===== config.mk =====
export PLATFORM = sky130hd
export DESIGN_NAME = regfile_wb_arbiter
export DESIGN_NICKNAME = d
export VERILOG_FILES = /design/src/rtl/regfile_wb_arbiter.sv
export SDC_FILE = /design/constraint.sdc
export NUM_CORES = 1
export LEC_CHECK = 0
export ABC_AREA = 1
export ABC_CLOCK_PERIOD_IN_PS = 2890
export BUFFER_PORTS_ARGS = -buffer_cell sky130_fd_sc_hd__buf_4
export CORE_MARGIN = 2
export CORE_UTILIZATION = 39
export DETAILED_ROUTE_END_ITERATION = 7
export PLACE_DENSITY = 0.68
export RECOVER_POWER = 50
export SETUP_SLACK_MARGIN = 0.4
export SYNTH_ARGS = -nofsm -noshare
export SYNTH_HDL_FRONTEND = slang
export SYNTH_SLANG_ARGS = --single-unit
export TNS_END_PERCENT = 20

===== constraint.sdc =====
create_clock -name Clk -period 2.89 [get_ports Clk]
set_clock_uncertainty 0.15 [all_clocks]
set_input_delay 0.7225 -clock Clk [delete_from_list [all_inputs] [get_ports Clk]]
set_output_delay 0.7225 -clock Clk [all_outputs]
set_load 0.05 [all_outputs]

===== src/rtl/regfile_wb_arbiter.sv =====
// ---------------------------------------------------------------------------
// regfile_wb_arbiter
//
// Write-back controller for a 32x32 register file. The file has one write
// port, which it writes on the falling edge of Clk. Two producers share that
// port: requester 0 (ALU result) and requester 1 (memory load). Each uses a
// valid/ready handshake, and a round-robin pointer picks the winner when both
// are valid. The accepted write is registered on the rising edge. RW, BusW and
// RegWr are therefore stable for the whole half-cycle before the regfile's
// falling-edge write.
//
// A 32-bit pending-write scoreboard tracks destinations that have issued but
// not yet been written back. Issue logic uses it to detect RAW hazards on the
// two read addresses.
//
// Optional build macro:
//   WB_FWD_EN - when defined, flags reads that hit the register being written
//               in the current cycle. It also drives the write data on
//               FwdData. When undefined, the forwarding outputs are tied to 0.
//
// Parameters:
//   ZERO_REG   - hard-wired zero register. Writes to it are accepted but never
//                raise RegWr, and it is never marked pending.
//   NREQ_FIRST - requester favoured by the round-robin pointer after reset.
//
// Ports:
//   Clk, Rst_n           clock (rising edge) and async active-low reset
//   Wr0Valid/Ready/Addr/Data   requester 0 write handshake
//   Wr1Valid/Ready/Addr/Data   requester 1 write handshake
//   IssueValid, IssueRd  destination of the instruction issuing this cycle
//   QA, QB               regfile read addresses
//   BusyA, BusyB         pending state of QA / QB
//   Pending              full scoreboard vector
//   RW, BusW, RegWr      registered regfile write port
//   FwdAValid, FwdBValid, FwdData   same-cycle forwarding (WB_FWD_EN)
// ---------------------------------------------------------------------------
module regfile_wb_arbiter #(
    parameter int ZERO_REG   = 31,
    parameter int NREQ_FIRST = 0
) (
    input  logic        Clk,
    input  logic        Rst_n,

    input  logic        Wr0Valid,
    output logic        Wr0Ready,
    input  logic [4:0]  Wr0Addr,
    input  logic [31:0] Wr0Data,

    input  logic        Wr1Valid,
    output logic        Wr1Ready,
    input  logic [4:0]  Wr1Addr,
    input  logic [31:0] Wr1Data,

    input  logic        IssueValid,
    input  logic [4:0]  IssueRd,

    input  logic [4:0]  QA,
    input  logic [4:0]  QB,
    output logic        BusyA,
    output logic        BusyB,
    output logic [31:0] Pending,

    output logic [4:0]  RW,
    output logic [31:0] BusW,
    output logic        RegWr,

    output logic        FwdAValid,
    output logic        FwdBValid,
    output logic [31:0] FwdData
);

    localparam logic [4:0] ZERO_ADDR = 5'(ZERO_REG);
    localparam logic       PTR_INIT  = 1'(NREQ_FIRST);

    // rr_ptr = 0 favours requester 0, rr_ptr = 1 favours requester 1
    logic        rr_ptr;
    logic        grant0;
    logic        grant1;
    logic        accept;
    logic [4:0]  sel_addr;
    logic [31:0] sel_data;

    logic [31:0] pending_q;
    logic [31:0] set_mask;
    logic [31:0] clr_mask;

    logic [4:0]  rw_q;
    logic [31:0] busw_q;
    logic        regwr_q;

    // -----------------------------------------------------------------------
    // Arbitration. Ready is held low while in reset, so no handshake can be
    // seen as complete during reset.
    // -----------------------------------------------------------------------
    always_comb begin
        grant0 = 1'b0;
        grant1 = 1'b0;
        if (Rst_n) begin
            if (Wr0Valid && (!Wr1Valid || !rr_ptr)) begin
                grant0 = 1'b1;
            end else if (Wr1Valid) begin
                grant1 = 1'b1;
            end
        end
    end

    assign Wr0Ready = grant0;
    assign Wr1Ready = grant1;
    assign accept   = grant0 | grant1;
    assign sel_addr = grant0 ? Wr0Addr : Wr1Addr;
    assign sel_data = grant0 ? Wr0Data : Wr1Data;

    // -----------------------------------------------------------------------
    // Scoreboard masks. Set is applied after clear, so an issue and a
    // write-back to the same register in one cycle leave it pending: the
    // issuing instruction is the newer producer.
    // -----------------------------------------------------------------------
    always_comb begin
        set_mask = '0;
        clr_mask = '0;
        if (IssueValid) begin
            set_mask[IssueRd] = 1'b1;
        end
        if (accept) begin
            clr_mask[sel_addr] = 1'b1;
        end
        set_mask[ZERO_ADDR] = 1'b0;
    end

    always_ff @(posedge Clk or negedge Rst_n) begin
        if (!Rst_n) begin
            pending_q <= '0;
        end else begin
            pending_q <= (pending_q & ~clr_mask) | set_mask;
        end
    end

    // -----------------------------------------------------------------------
    // Registered write port and round-robin pointer. The async reset drops an
    // in-flight write at once, so the regfile's next falling edge is harmless.
    // RW/BusW only load on a real write. This keeps them quiet for
    // zero-register transfers and idle cycles.
    // -----------------------------------------------------------------------
    always_ff @(posedge Clk or negedge Rst_n) begin
        if (!Rst_n) begin
            rw_q    <= '0;
            busw_q  <= '0;
            regwr_q <= 1'b0;
            rr_ptr  <= PTR_INIT;
        end else begin
            regwr_q <= accept && (sel_addr != ZERO_ADDR);
            if (accept && (sel_addr != ZERO_ADDR)) begin
                rw_q   <= sel_addr;
                busw_q <= sel_data;
            end
            if (accept) begin
                // favour the requester that did not just win
                rr_ptr <= grant0;
            end
        end
    end

    assign RW      = rw_q;
    assign BusW    = busw_q;
    assign RegWr   = regwr_q;
    assign Pending = pending_q;
    assign BusyA   = pending_q[QA];
    assign BusyB   = pending_q[QB];

    // -----------------------------------------------------------------------
    // Forwarding covers the half-cycle before the falling-edge write, while
    // the regfile read ports still return the old value. The zero register
    // never forwards because RegWr stays low for it.
    // -----------------------------------------------------------------------
`ifdef WB_FWD_EN
    assign FwdAValid = regwr_q && (rw_q == QA);
    assign FwdBValid = regwr_q && (rw_q == QB);
    assign FwdData   = busw_q;
`else
    assign FwdAValid = 1'b0;
    assign FwdBValid = 1'b0;
    assign FwdData   = '0;
`endif

endmodule


==> results of run 1 <==
## final cells by class
type	instances	area (sq um)
Sequential cell	71	1780
Fill cell	1092	4850
Tap cell	140	175
Inverter	31	139
Multi-Input combinational cell	536	2410
Clock buffer	11	253
Timing Repair inverter	2	20.0
Clock inverter	5	56.3
Timing Repair Buffer	183	1310
## metal layers
| metal | GRT usage, % | vias to the layer above | wire [microns] |
|---|---|---|---|
| met3 | 5.63 | 32 | 1210 |
| met4 | 7.25 | 0 | 257 |
| met2 | 37.6 | 247 | 6770 |
| met1 | 28.4 | 2213 | 5720 |
| met5 | 0 | - | 0 |
| li1 | - | 2375 | - |
## synthesized netlist by cell type, types with 2 or more instances
cell                         n
sky130_fd_sc_hd__buf_2       8
sky130_fd_sc_hd__nand3_1    93
sky130_fd_sc_hd__buf_6       6
sky130_fd_sc_hd__nor2_1      6
sky130_fd_sc_hd__inv_1      30
sky130_fd_sc_hd__buf_4      35
sky130_fd_sc_hd__nand2_4     2
sky130_fd_sc_hd__o21ai_0    24
sky130_fd_sc_hd__dfrtp_1    71
sky130_fd_sc_hd__clkbuf_1   11
sky130_fd_sc_hd__nand2_2     6
sky130_fd_sc_hd__nand4_1     4
sky130_fd_sc_hd__nand2_1   348
sky130_fd_sc_hd__nor3_1     12
## logic make-up after synthesis
logic type	synth area share [%]
compound gates	3.61
buf+inv	11.9
flops	40.0
other cells	0.0844
simple gates	44.4
## state kept, by name, indices dropped and copies added (netlist names)
register	flops
RW	5
Pending	32
RegWr	1
rr_ptr	1
BusW	32
## worst max path at each step
stage / slack [ps] / to
2_1_floorplan: 380 / BusyB
3_3_place_gp: 280 / BusyB
3_5_place_dp: 220 / BusyA
4_1_cts: 380 / BusyB
5_1_grt: 270 / BusyA
6_report: 320 / BusyA
## repair_timing
action,4_1_cts,5_1_grt
gates resized for setup,44,8
setup endpoints to repair,2,4
pin swaps,39,2
setup buffers,2,2
cloned,2,0
## power groups by stage
stage / registers [mW] / logic (mW) / clock network [mW]
finish: 1.46 / 1.98 / 1.11
CTS: 1.46 / 2.05 / 1.14
floorplan: 2.16 / 0.637 / 0
detailed placement: 1.47 / 1.99 / 0
global placement: 1.47 / 1.98 / 0
global route: 1.48 / 2.11 / 1.18
## placed cells by master, fill, tap and decap left out, drive strengths merged
cell type and instances:
nand2 356, buf 146, nand3 95, dfrtp 71
clkbuf 48, conb 34, inv 31, o21ai 25
nor3 12, nor2 7, nand4 4, clkinvlp 3
clkinv 3, a21oi 1, a21boi 1, o21bai 1
bufinv 1
## worst max-delay path: stages
cell and delay (ps):
sky130_fd_sc_hd__buf_12 80, sky130_fd_sc_hd__clkinvlp_4 150, sky130_fd_sc_hd__buf_4 180, sky130_fd_sc_hd__nand3_2 50
sky130_fd_sc_hd__nand3_2 70, sky130_fd_sc_hd__nand2_1 60, sky130_fd_sc_hd__nand2_1 40, sky130_fd_sc_hd__nand2_1 70
sky130_fd_sc_hd__nand2_2 70, sky130_fd_sc_hd__nand2_4 60, sky130_fd_sc_hd__buf_8 140
## metrics by stage
stage	power, mW	util [%]	setup slack (ps)
5_1_grt	4.77	55.8	274
4_1_cts	4.64	56.7	383
3_3_place_gp	3.44	51.9	279
2_1_floorplan	2.80	-	378
3_5_place_dp	3.46	51.9	224
6_report	4.55	55.8	323
==> impl_metrics.yaml, run 1 <==
power:
  power_report.internal_total_mw: 2.46
  cellPowerDensity_nw_per_um2: 743
  net-switching-power_mw: 2.10
  power.share.combinational_pct: 43.5
  sw_frac_of_total_pct: 46.0
  sequential_fraction_of_design_power_pct: 32.1
  power.clock.fraction_pct: 24.5
  power_leakage_nw: 3.39
  peakVddDrop_mv: 0.517
synthesis:
  postSynth.topFlopCell: "sky130_fd_sc_hd__dfrtp_1"
  netlist_instances: 665
  synthesis.area_sq_um: 4440
  post_synth_num_cell_types: 23
  synth-edff-count: 0
  synth_top_area_share_pct: 40.0
  synthesis.yosys.warnings: 0
  async_reset_ff_share_pct: 100
  synth_seq_cells: 71
  synth_area_leader_cell: "sky130_fd_sc_hd__dfrtp_1"
  netlist_top_cells_area: "sky130_fd_sc_hd__dfrtp_1 (40%), sky130_fd_sc_hd__nand2_1 (29%), sky130_fd_sc_hd__nand3_1 (10%)"
  postSynthAreaPerCell_sq_um: 6.68
  synth_seq_area_share_pct: 40.0
worst_setup_path:
  worst-endpoint-arrival_ps: 1690
  reg2reg_slack_ps: 800
  startpoint_type: "primary input"
  setup.worst_path.start: "QA[1]"
  worstSetupEndpointType: "output port"
  cp_data_required_time_ps: 2020
  critical_path.reg2reg.endpoint: "Pending[8]$_DFF_PN0_"
  setup.worst_path.class: "in2out"
  worst_r2r_path_depth: 8
  regToRegStartpoint: "rr_ptr$_DFFE_PN0P_"
  critPathMaxFanout: 6
detailed_routing:
  route.final.wire_length_microns: 14000
  drt-vias-per-instance: 4.97
  antenna_left: 0
  post-route-drc-count: 0
  first_iter_violations: 271
  drt_first_pass_iters: 5
  via_count: 4867
  wl_per_cell_microns: 14.2
cts:
  holdBufCountCts: 0
  clock_sinks: 71
  h-tree-depth: 3
  worst_skew_late_latency_ps: 330
  cts_tree: "done"
  num_cts_buffers: 9
  clock-root-buffer: "sky130_fd_sc_hd__clkbuf_16"
  cts.path.max_buffers: 2
  worst_setup_hold_path_clk_slew_ps: 60
timing:
  rsz0062_at_grt: "yes"
  fin_worst_hold_slack_ps: 129
  tns_ps: 0
  timing.max_slew.rel_slack_pct: 7.10
  setup_viol: 0
  final_hold_viol_count: 0
  timing_worst_slew_pin_value_ps: 1390
  max_frequency_mhz: 390
  fin_crit_sh_pct: 88.8
  final_period_minus_worst_setup_slack_ps: 2570
  final-max-slew-violation-count: 0
layout:
  post_layout_nonfiller_instances: 979
  area_growth_syn_to_layout_pct: 38.0
  final_layout_size_suffix_gt1_share_pct: 25.4
  finish.instance_area_sq_um: 6130
  finalNetCount: 928
  number_of_antenna_repair_diodes: 0
floorplanning:
  die-height_microns: 111
  floorplan.rows: 38
  design.portCount: 202
  core_area_sq_um: 11000
  dieArea_sq_um: 12300
  start_util_pct: 40.4
  die_width_microns: 111
global_route:
  number_of_antenna_violations_at_the_first_check_in_global_routing: 0
  grt_remaining_overflow: 0
  first_pass_grt_wire_length_microns: 22600
  via_count_of_the_first_global_routing_pass: 4690
  track_usage_pct: 22.4
  grt_max_degree: 57
placement:
  place_inst: 957
  detailedPlacementHpwl_microns: 10500
  total_of_buffers_placed_on_input_and_output_ports: 167
  post_place_instance_area_sq_um: 5700
  routabilityCongestion: 0.853
flow_run:
  drv_cap: 0
min_path:
  timing.hold.worst.class: "in2async"
status:
  run_status: "completed"
No activity file was read; power rests on OpenSTA's default activity.
==> run 2: changes to the inputs <==
- CORE_UTILIZATION: 39 -> 43
- PLACE_DENSITY: 0.68 -> 0.74
==> impl_metrics.yaml, run 2 (synthesized netlist as in run 1, its figures left out) <==
global_route:
  track_usage_pct: 25.0
  via_count_of_the_first_global_routing_pass: 4629
  number_of_antenna_violations_at_the_first_check_in_global_routing: 0
  first_pass_grt_wire_length_microns: 22300
  grt_remaining_overflow: 0
  grt_max_degree: 57
worst_setup_path:
  critical_path.max_stage_delay_ps: 160
  setup.worst_path.start: "QA[0]"
  worst-endpoint-arrival_ps: 1680
  timing.critical_path.slowest_stage_cell: "sky130_fd_sc_hd__buf_6"
  regToRegStartpoint: "rr_ptr$_DFFE_PN0P_"
  cp_top_family: "simple AND/OR/NAND/NOR gates"
  setup.worst_path.class: "in2out"
  timing.critical_path.cells: "buf_6 > inv_8 > nand2_1 > nand3_2 > nand3_1 > nand2_1 > nand2_1 > nand2_1 > nand2_2 > nand2_4 > buf_8"
  cp.depth: 11
  worstSetupEndpointType: "output port"
  cp_data_required_time_ps: 2020
  timing.critical_path.buf_inv: 3
  worst_r2r_path_depth: 8
  critPathMaxFanout: 17
  startpoint_type: "primary input"
  crit_path_frequent_cell: "sky130_fd_sc_hd__nand2_1"
layout:
  utilization_pct: 58.1
  final_layout_size_suffix_gt1_share_pct: 24.7
  finalNetCount: 923
  nFillCells: 1002
  post_layout_nonfiller_instances: 970
  layout_common_cells: "sky130_fd_sc_hd__nand2_1 (342), sky130_fd_sc_hd__buf_4 (137), sky130_fd_sc_hd__dfrtp_1 (71), sky130_fd_sc_hd__nand3_1 (71), sky130_fd_sc_hd__clkbuf_1 (36)"
  number_of_antenna_repair_diodes: 0
  layout.cells.most_common: "sky130_fd_sc_hd__nand2_1"
  area_growth_syn_to_layout_pct: 33.2
  finish.instance_area_sq_um: 5920
cts:
  clock_sinks: 71
  clock-root-buffer: "sky130_fd_sc_hd__clkbuf_8"
  h-tree-depth: 3
  cts_tree: "done"
  cts.path.max_buffers: 2
  worst_skew_late_latency_ps: 340
  worst_setup_hold_path_clk_slew_ps: 80
  num_cts_buffers: 9
detailed_routing:
  drt_first_pass_iters: 7
  route.final.wire_length_microns: 13500
  wl_per_cell_microns: 13.9
  post-route-drc-count: 0
  first_iter_violations: 284
  via_count: 4835
  antenna_left: 0
  drt-vias-per-instance: 4.98
floorplanning:
  start_util_pct: 43.6
  die_width_microns: 106
  dieArea_sq_um: 11200
  design.portCount: 202
  floorplan.rows: 37
  core_area_sq_um: 10200
  die-height_microns: 106
timing:
  final_critical_path_setup_slack_ps: 338
  timing.max_slew.rel_slack_pct: 9.75
  timing_worst_slew_pin_value_ps: 1350
  final-max-slew-violation-count: 0
  final_hold_viol_count: 0
  rsz0062_at_grt: "yes"
  final_period_minus_worst_setup_slack_ps: 2550
  tns_ps: 0
  fin_crit_sh_pct: 88.3
  max_frequency_mhz: 392
  setup_viol: 0
power:
  peakVddDrop_mv: 0.336
  power_leakage_nw: 3.28
  cellPowerDensity_nw_per_um2: 694
min_path:
  timing.hold.worst.class: "in2async"
placement:
  detailedPlacementHpwl_microns: 10400
  place_inst: 951
  total_of_buffers_placed_on_input_and_output_ports: 167
  routabilityCongestion: 0.903
  post_place_instance_area_sq_um: 5680
  preCtsSetupSlack_ps: 234
flow_run:
  drv_cap: 0
status:
  run_status: "completed"
[run 2: cell count changes in the layout (fill, tap and decap cells not counted), moves of 2 or more]
cell | previous run | this run
sky130_fd_sc_hd__clkbuf_16 | 9 | 0
sky130_fd_sc_hd__clkinvlp_4 | 3 | 5
sky130_fd_sc_hd__nand3_1 | 69 | 71
sky130_fd_sc_hd__nand3_2 | 25 | 23
sky130_fd_sc_hd__buf_4 | 139 | 137
sky130_fd_sc_hd__buf_12 | 4 | 2
sky130_fd_sc_hd__clkbuf_8 | 2 | 9
[run 2: stage by stage]
step,power [mW],hold WS [ps]
finish,4.11,100
detailed placement,3.45,310
global placement,3.43,304
global route,4.34,98.7
floorplan,2.80,277
CTS,4.20,92.1
[run 2: where the power goes]
part | total (mW) | internal [mW] | switching (mW)
sequential | 1.45 | 1.21 | 0.239
clock | 0.698 | 0.310 | 0.387
combinational | 1.96 | 0.521 | 1.44
[run 2: final timing paths]
| path | slack, ps | end |
|---|---|---|
| worst max-delay path | 340 | BusyA |
| worst min-delay path | 100 | BusW[29]$_DFFE_PN0P_ |
| worst max register to register | 750 | Pending[11]$_DFF_PN0_ |
| worst min register to register | 320 | RW[0]$_DFFE_PN0P_ |
| max in group asynchronous | 910 | Pending[11]$_DFF_PN0_ |
| min in group Clk | 320 | RW[0]$_DFFE_PN0P_ |
[run 2: layout make-up]
type / count / area [sq um] / area share [%]
repair buffers: 180 / 1260 / 21.3
inverters: 31 / 139 / 2.35
clock inverters: 7 / 50.0 / 0.846
flip-flops and latches: 71 / 1780 / 30.0
clock buffers: 9 / 124 / 2.09
multi-input cells: 536 / 2400 / 40.5
well taps: 136 / 170 / 2.88
[run 2: worst register-to-register path: cells and delay by family (launching register included)]
kind	cells	cell delay, ps
AO/OA/AOI/OAI	1	280
AND/OR/NAND/NOR	7	1200
flip-flops	1	400
[run 2: routing by layer]
metal | up-vias | wire length, microns | track usage [%]
met2 | 239 | 6650 | 41.8
met4 | 0 | 304 | 9.30
li1 | 2354 | - | -
met3 | 34 | 1190 | 5.94
met1 | 2208 | 5360 | 31.4
met5 | - | 0 | 0
[run 2: timing repair]
action	in CTS	in global routing
hold buffers	0	0
setup endpoints to repair	2	3
hold endpoints to repair	0	0
pin swaps	28	19
buffers inserted	1	2
resized for setup	41	1
